===== src/rtl/program_loader.sv =====
// Program loader: freezes the CPU, takes the shared bus and writes a byte stream
// into RAM as MAR/RAM strobe pairs, then pulses a CPU reset so execution restarts at 0.
module program_loader #(
    parameter int ADDR_WIDTH = 4,
    parameter int DATA_WIDTH = 8
) (
    input  logic                  clk,
    input  logic                  rst,
    input  logic                  load_start,
    input  logic                  load_abort,
    input  logic                  in_valid,
    input  logic [DATA_WIDTH-1:0] in_data,
    input  logic                  in_last,
    output logic                  in_ready,
    output logic                  cpu_hold,
    output logic                  cpu_rst,
    output logic                  bus_drive,
    output logic [DATA_WIDTH-1:0] bus_out,
    output logic                  mar_read_from_bus,
    output logic                  ram_read_from_bus,
    output logic                  busy,
    output logic                  done,
    output logic [ADDR_WIDTH:0]   load_count
);

    typedef enum logic [2:0] {
        S_IDLE,
        S_HOLD,
        S_WAIT_BYTE,
        S_ADDR,
        S_DATA,
        S_RELEASE
    } state_t;

    localparam logic [ADDR_WIDTH-1:0] ADDR_LAST = '1;
    localparam logic [ADDR_WIDTH-1:0] ADDR_ONE  = ADDR_WIDTH'(1);
    localparam logic [ADDR_WIDTH:0]   COUNT_ONE = (ADDR_WIDTH + 1)'(1);

    state_t                state_q, state_d;
    logic [ADDR_WIDTH-1:0] addr_q, addr_d;
    logic [DATA_WIDTH-1:0] byte_q, byte_d;
    logic                  last_q, last_d;
    logic [ADDR_WIDTH:0]   count_q, count_d;

    // State advances on the falling edge, in step with the control unit's step
    // counter, so every strobe is settled before the datapath's rising edge.
    // NOTE: sequential state uses non-blocking assignments only, so every register
    // samples the pre-edge values regardless of statement order.
    always_ff @(negedge clk) begin
        if (rst) begin
            state_q <= S_IDLE;
            addr_q  <= '0;
            byte_q  <= '0;
            last_q  <= 1'b0;
            count_q <= '0;
        end else begin
            state_q <= state_d;
            addr_q  <= addr_d;
            byte_q  <= byte_d;
            last_q  <= last_d;
            count_q <= count_d;
        end
    end

    // NOTE: every signal driven here gets a default first, so no path can leave
    // one unassigned and infer a latch.
    always_comb begin
        state_d           = state_q;
        addr_d            = addr_q;
        byte_d            = byte_q;
        last_d            = last_q;
        count_d           = count_q;
        in_ready          = 1'b0;
        cpu_hold          = 1'b0;
        cpu_rst           = 1'b0;
        bus_drive         = 1'b0;
        bus_out           = '0;
        mar_read_from_bus = 1'b0;
        ram_read_from_bus = 1'b0;
        done              = 1'b0;

        case (state_q)
            S_IDLE: begin
                if (load_start) begin
                    state_d = S_HOLD;
                    addr_d  = '0;
                    count_d = '0;
                end
            end

            S_HOLD: begin
                cpu_hold = 1'b1;
                state_d  = S_WAIT_BYTE;
            end

            S_WAIT_BYTE: begin
                cpu_hold = 1'b1;
                in_ready = 1'b1;
                // Abort wins over a same-cycle handshake; that byte is dropped.
                if (load_abort) begin
                    state_d = S_RELEASE;
                end else if (in_valid) begin
                    byte_d  = in_data;
                    last_d  = in_last;
                    state_d = S_ADDR;
                end
            end

            S_ADDR: begin
                cpu_hold          = 1'b1;
                bus_drive         = 1'b1;
                bus_out           = DATA_WIDTH'(addr_q);
                mar_read_from_bus = 1'b1;
                state_d           = S_DATA;
            end

            S_DATA: begin
                cpu_hold          = 1'b1;
                bus_drive         = 1'b1;
                bus_out           = byte_q;
                ram_read_from_bus = 1'b1;
                count_d           = count_q + COUNT_ONE;
                // The last address ends the session; the address never wraps.
                if (last_q || (addr_q == ADDR_LAST) || load_abort) begin
                    state_d = S_RELEASE;
                end else begin
                    addr_d  = addr_q + ADDR_ONE;
                    state_d = S_WAIT_BYTE;
                end
            end

            S_RELEASE: begin
                cpu_hold = 1'b1;
                cpu_rst  = 1'b1;
                done     = 1'b1;
                state_d  = S_IDLE;
            end

            default: begin
                state_d = S_IDLE;
            end
        endcase
    end

    assign busy       = (state_q != S_IDLE);
    assign load_count = count_q;

endmodule


===== config.mk =====
export PLATFORM = sky130hd
export DESIGN_NAME = program_loader
export DESIGN_NICKNAME = d
export VERILOG_FILES = /design/src/rtl/program_loader.sv
export SDC_FILE = /design/constraint.sdc
export NUM_CORES = 1
export LEC_CHECK = 0
export ABC_AREA = 1
export BUFFER_PORTS_ARGS = -buffer_cell sky130_fd_sc_hd__clkbuf_2
export CAP_MARGIN = 20
export CELL_PAD_IN_SITES_DETAIL_PLACEMENT = 0
export CELL_PAD_IN_SITES_GLOBAL_PLACEMENT = 2
export CORE_UTILIZATION = 27
export CTS_BUF_LIST = sky130_fd_sc_hd__clkbuf_8
export CTS_CLUSTER_DIAMETER = 30
export DETAILED_ROUTE_END_ITERATION = 10
export PLACE_DENSITY_LB_ADDON = 0.1
export SLEW_MARGIN = 20
export SYNTH_ARGS = -nofsm -noshare
export SYNTH_HDL_FRONTEND = slang
export SYNTH_SLANG_ARGS = --single-unit

===== constraint.sdc =====
create_clock -name clk -period 1.45 [get_ports clk]
set_clock_uncertainty 0.2 [all_clocks]
set_input_delay 0.2175 -clock clk [delete_from_list [all_inputs] [get_ports clk]]
set_output_delay 0.2175 -clock clk [all_outputs]
set_load 0.005 [all_outputs]

Word level (Yosys, flattened, before mapping)
Index checks and enable logic that the tools add are counted.
Widths: inputs -> output; s select.
- $add $sub $neg: 2
- multipliers: 0
- div/mod/pow operators: 0
- magnitude comparators: 0
- equality and inequality tests: 9
- shift operators: 0
- multiplexer cells: 17
- bitwise gates (word level): 1
- reduce and logical (&&, ||, !) cells: 11
- operators by type and width (kind ; number):
    $pmux 8 s2 ; 1
    $pmux 3 s5 ; 1
    $mux 3 ; 4
    $pmux 5 s2 ; 1
    $mux 4 ; 2
    $pmux 4 s2 ; 1
    $eq 3x2->1 const B ; 2
    $eq 3x3->1 const B ; 2
    $mux 1 ; 6
    $reduce_and 3->1 ; 2
    $add 5x1->5 const B ; 1
    $mux 5 ; 1
    $reduce_or 5->1 ; 1
    $add 4x1->4 const B ; 1
    $eq 4x4->1 const B ; 1
    $ne 2x2->1 const B ; 2
    $reduce_and 2->1 ; 2
    $eq 3x1->1 const B ; 1
    $logic_not 3->1 ; 1
    $ne 3x3->1 const B ; 1
    $reduce_bool 3->1 ; 1
    $logic_or 1x1->1 ; 2
    $reduce_bool 2->1 ; 1
    $reduce_or 2->1 ; 1
    $not 1->1 ; 1
- flip-flop bits (word level): 21
- bits in latches: 0
- RAM bits: 0
- memory bits (read-only): 0
- input bits: 14
- output and inout bits: 21
- memories: 0

Longest topological paths before layout
- word-level depth: 5
- gate-level depth with buffers: 7
- gate-level depth less buffers: 7

==> summary.md <==
| Metric | Value |
|---|---|
| Max-cap viol count | 0 |
| Failing checks | setup timing |
| Maximum clock insertion buffer count | 2 |
| Post-route setup TNS | -18.68 ns |
| Area of the multi-input gates | 801 um2 |
| CTS Buf Count | 3 |
| WS Path Type | register to primary output |
| CTS tree | yes |
| Static leakage | 1.00 nW |
| Num ports | 35 |
| Sequential fraction of the synthesis area | 37.4% |
| Critical Path Start | state_q[2] |
| Core Area | approximately 4000 um2 |
| Global routing's busiest layer | met2 |
| Largest net degree at the start of global routing | 14 |
| Power Total | roughly 0.0019 W |
| Tightest Hold Check Type | register to register |
| Syn_nets | 178 |
| CTS H-tree depth | 1 |
| Vias in the first global route | between 1,000 and 1,500 |
| DR vias | 1,382 |
| Total gr overflow | 0 |
| Initial antenna violation count | 0 |
| Yosys top cell by area | dfxtp_1 |
| Antenna cell count | 0 |
| Synth Area per Inst | 6.94 um2 |
| Seq. cell area | roughly 440 um2 |
| Final Wtd Congestion | 0.745 |
| Count of final setup violators | 37 |
| Final ANT Viol Nets | 0 |
| Hold Vio Cnt, Final | 0 |
| Critical Path AT | 1.97 ns |
| Mapped cell area | around 1100 um2 |
| Worst-Margin Slew | 0.202 ns |
| Global-route wire length before repair | 5820 um |
| Area growth syn-to-layout | 84.7% |
| HPWL after detailed placement | 2540 um |
| Top cell type's share of synthesized area | 37.4% |
| Hold_sp | byte_q[4] |
| Root Buffer | clkbuf_8 |
| Slew HR | 86.4% |
| Die width | 66.5 um |
| Synth warn | 0 |
| Final wirelength | 3560 um |
| Yosys cell types | 27 |
| Mapped Cells | 162 |
| Number of remaining DRC errors | 0 |
| Ranking of synthesized cells by area | dfxtp_1, nor2_1, nand2_1, o21ai_0, inv_1 |
| Initial DRC count | 34 |
| Clock Pin Slew Worst Setup and Hold Paths | 0.03 ns |
| CP max FO | 5 |
| # clock sinks | 21 |
| Die area | 4420 um2 |
| Vias per cell | 4.52 |
| Worst VDD drop | 0.379 mV |
| Critical R2R Launch | state_q[2] |
| Wire per inst | 11.6 um |
| Initial Util | between 20% and 30% |
| Final #Nets | 273 |
| Slew Limit Fails | 0 |
| Met2 usage | 30.1% |
| Status | finished, violations left |
| M1 GR Usage | 19.4% |
| Pwr dens | 919 nW/um2 |
| Clock latency at the later pin of the worst-skew pair | 0.35 ns |
| Die Span Y | 66.5 um |
| Initial DRT Pass Iterations | 4 |
| Total Routing Usage GR | 17.7% |
| Met3 Track Usage GR | 6.16% |
| Setup crit start kind | register |
| Port bufs | 34 |
| Slack of the critical path | -0.937 ns |
| # fillers | 407 |
| Yosys reg bits | 21 |
| Req. time, crit path | about 1.0 ns |
| Setup crit end kind | primary output |
| Layout cell share with drive strength beyond 1 | 56.3% |
| Num rows | 23 |
| RSZ-0062 raised after global routing | true |
==> registers in the layout (all words and copies together) (netlist names) <==
name	flops
addr_q	4
byte_q	8
load_count	5
state_q	3
last_q	1
==> cells in the mapped netlist <==
| master | number |
|---|---|
| nor2_4 | 2 |
| o21ai_2 | 1 |
| buf_6 | 1 |
| nand4_1 | 2 |
| inv_4 | 1 |
| nand3_1 | 11 |
| o21ai_0 | 16 |
| buf_4 | 1 |
| a21oi_2 | 6 |
| buf_2 | 1 |
| nand3b_1 | 1 |
| nand2_2 | 1 |
| nor3_1 | 2 |
| a21oi_1 | 5 |
| nand2_4 | 1 |
| clkbuf_1 | 1 |
| clkinv_4 | 1 |
| inv_2 | 1 |
| a31oi_1 | 1 |
| o21ai_1 | 3 |
| ha_1 | 2 |
| nand3_4 | 1 |
| nand2_1 | 22 |
| dfxtp_1 | 21 |
| nor2_1 | 36 |
| inv_1 | 20 |
| a22o_1 | 1 |
==> layout make-up <==
class                   instances  share of cell area, %
multi-input cells             115                   38.6
repair buffers                 72                   25.6
flip-flops and latches         21                   21.2
inverters                      22                   5.18
clock inverters                22                   3.98
well taps                      50                   3.01
clock buffers                   3                   1.99
repair inverters                1                  0.422
==> cell usage in the layout, fill, tap and decap left out, types with 3 or more instances in the layout <==
| cell type | count |
|---|---|
| clkbuf_8 | 3 |
| dfxtp_2 | 4 |
| nand2_4 | 3 |
| a21oi_2 | 9 |
| o21ai_1 | 10 |
| buf_4 | 31 |
| nand3_1 | 9 |
| nor2_1 | 21 |
| dfxtp_1 | 13 |
| buf_2 | 6 |
| nand2_1 | 15 |
| clkbuf_2 | 25 |
| inv_2 | 4 |
| dfxtp_4 | 4 |
| inv_4 | 3 |
| nand2_2 | 6 |
| nor2_2 | 7 |
| buf_6 | 7 |
| nor2_4 | 10 |
| o21ai_2 | 7 |
| inv_1 | 35 |
==> power by group <==
part	internal, W	switching (W)	total, W
clock network	0.000265	0.000347	0.000612
logic	0.000315	0.000319	0.000634
registers	0.000623	0.0000374	0.000661
==> cells by family after synthesis <==
| family | synth area share (%) |
|---|---|
| flip-flops | 37.4 |
| AO/OA/AOI/OAI | 17.5 |
| adder cells (fa/ha/maj) | 2.23 |
| buffers and inverters | 10.8 |
| AND/OR/NAND/NOR | 32.1 |
==> path summary, 6_finish.rpt <==
check	endpoint	slack, ns	cells after the start
max	bus_out[2]	-0.94	5
max reg2reg	byte_q[6]	-0.08	9
min	byte_q[4]	0.28	2
min reg2reg	byte_q[4]	0.28	2
==> metrics by stage <==
step	std cells	worst slack, ns	util [%]	instance area, um2	hold WS, ns
floorplan	162	-0.490	-	1210	0.234
global placement	275	-0.578	41.7	1670	0.245
detailed placement	275	-0.614	41.7	1670	0.273
CTS	304	-0.964	48.7	1950	0.272
global route	306	-0.998	51.9	2080	0.306
finish	306	-0.937	51.9	2080	0.276
==> metal layers <==
layer	vias to the layer above	part of all wire (%)
met4	0	1.1
li1	715	-
met3	4	4.3
met2	28	51
met1	635	44
met5	-	0
==> what timing repair did <==
item / 4_1_cts / 5_1_grt
setup buffers: 3 / 2
gates resized for setup: 36 / 36
cloned: 2 / 0
pin swaps: 16 / 11
hold buffers: 0 / 0
setup endpoints to repair: 42 / 41
endpoints found under the hold margin: 0 / 0
==> worst max-delay path, stage by stage (launching register included) <==
cell	delay, ns
dfxtp_4	0.38
inv_4	0.05
nand3_2	0.12
inv_2	0.06
a22o_1	0.20
clkbuf_2	0.10
Note: power is estimated with default switching activity, not from simulation.
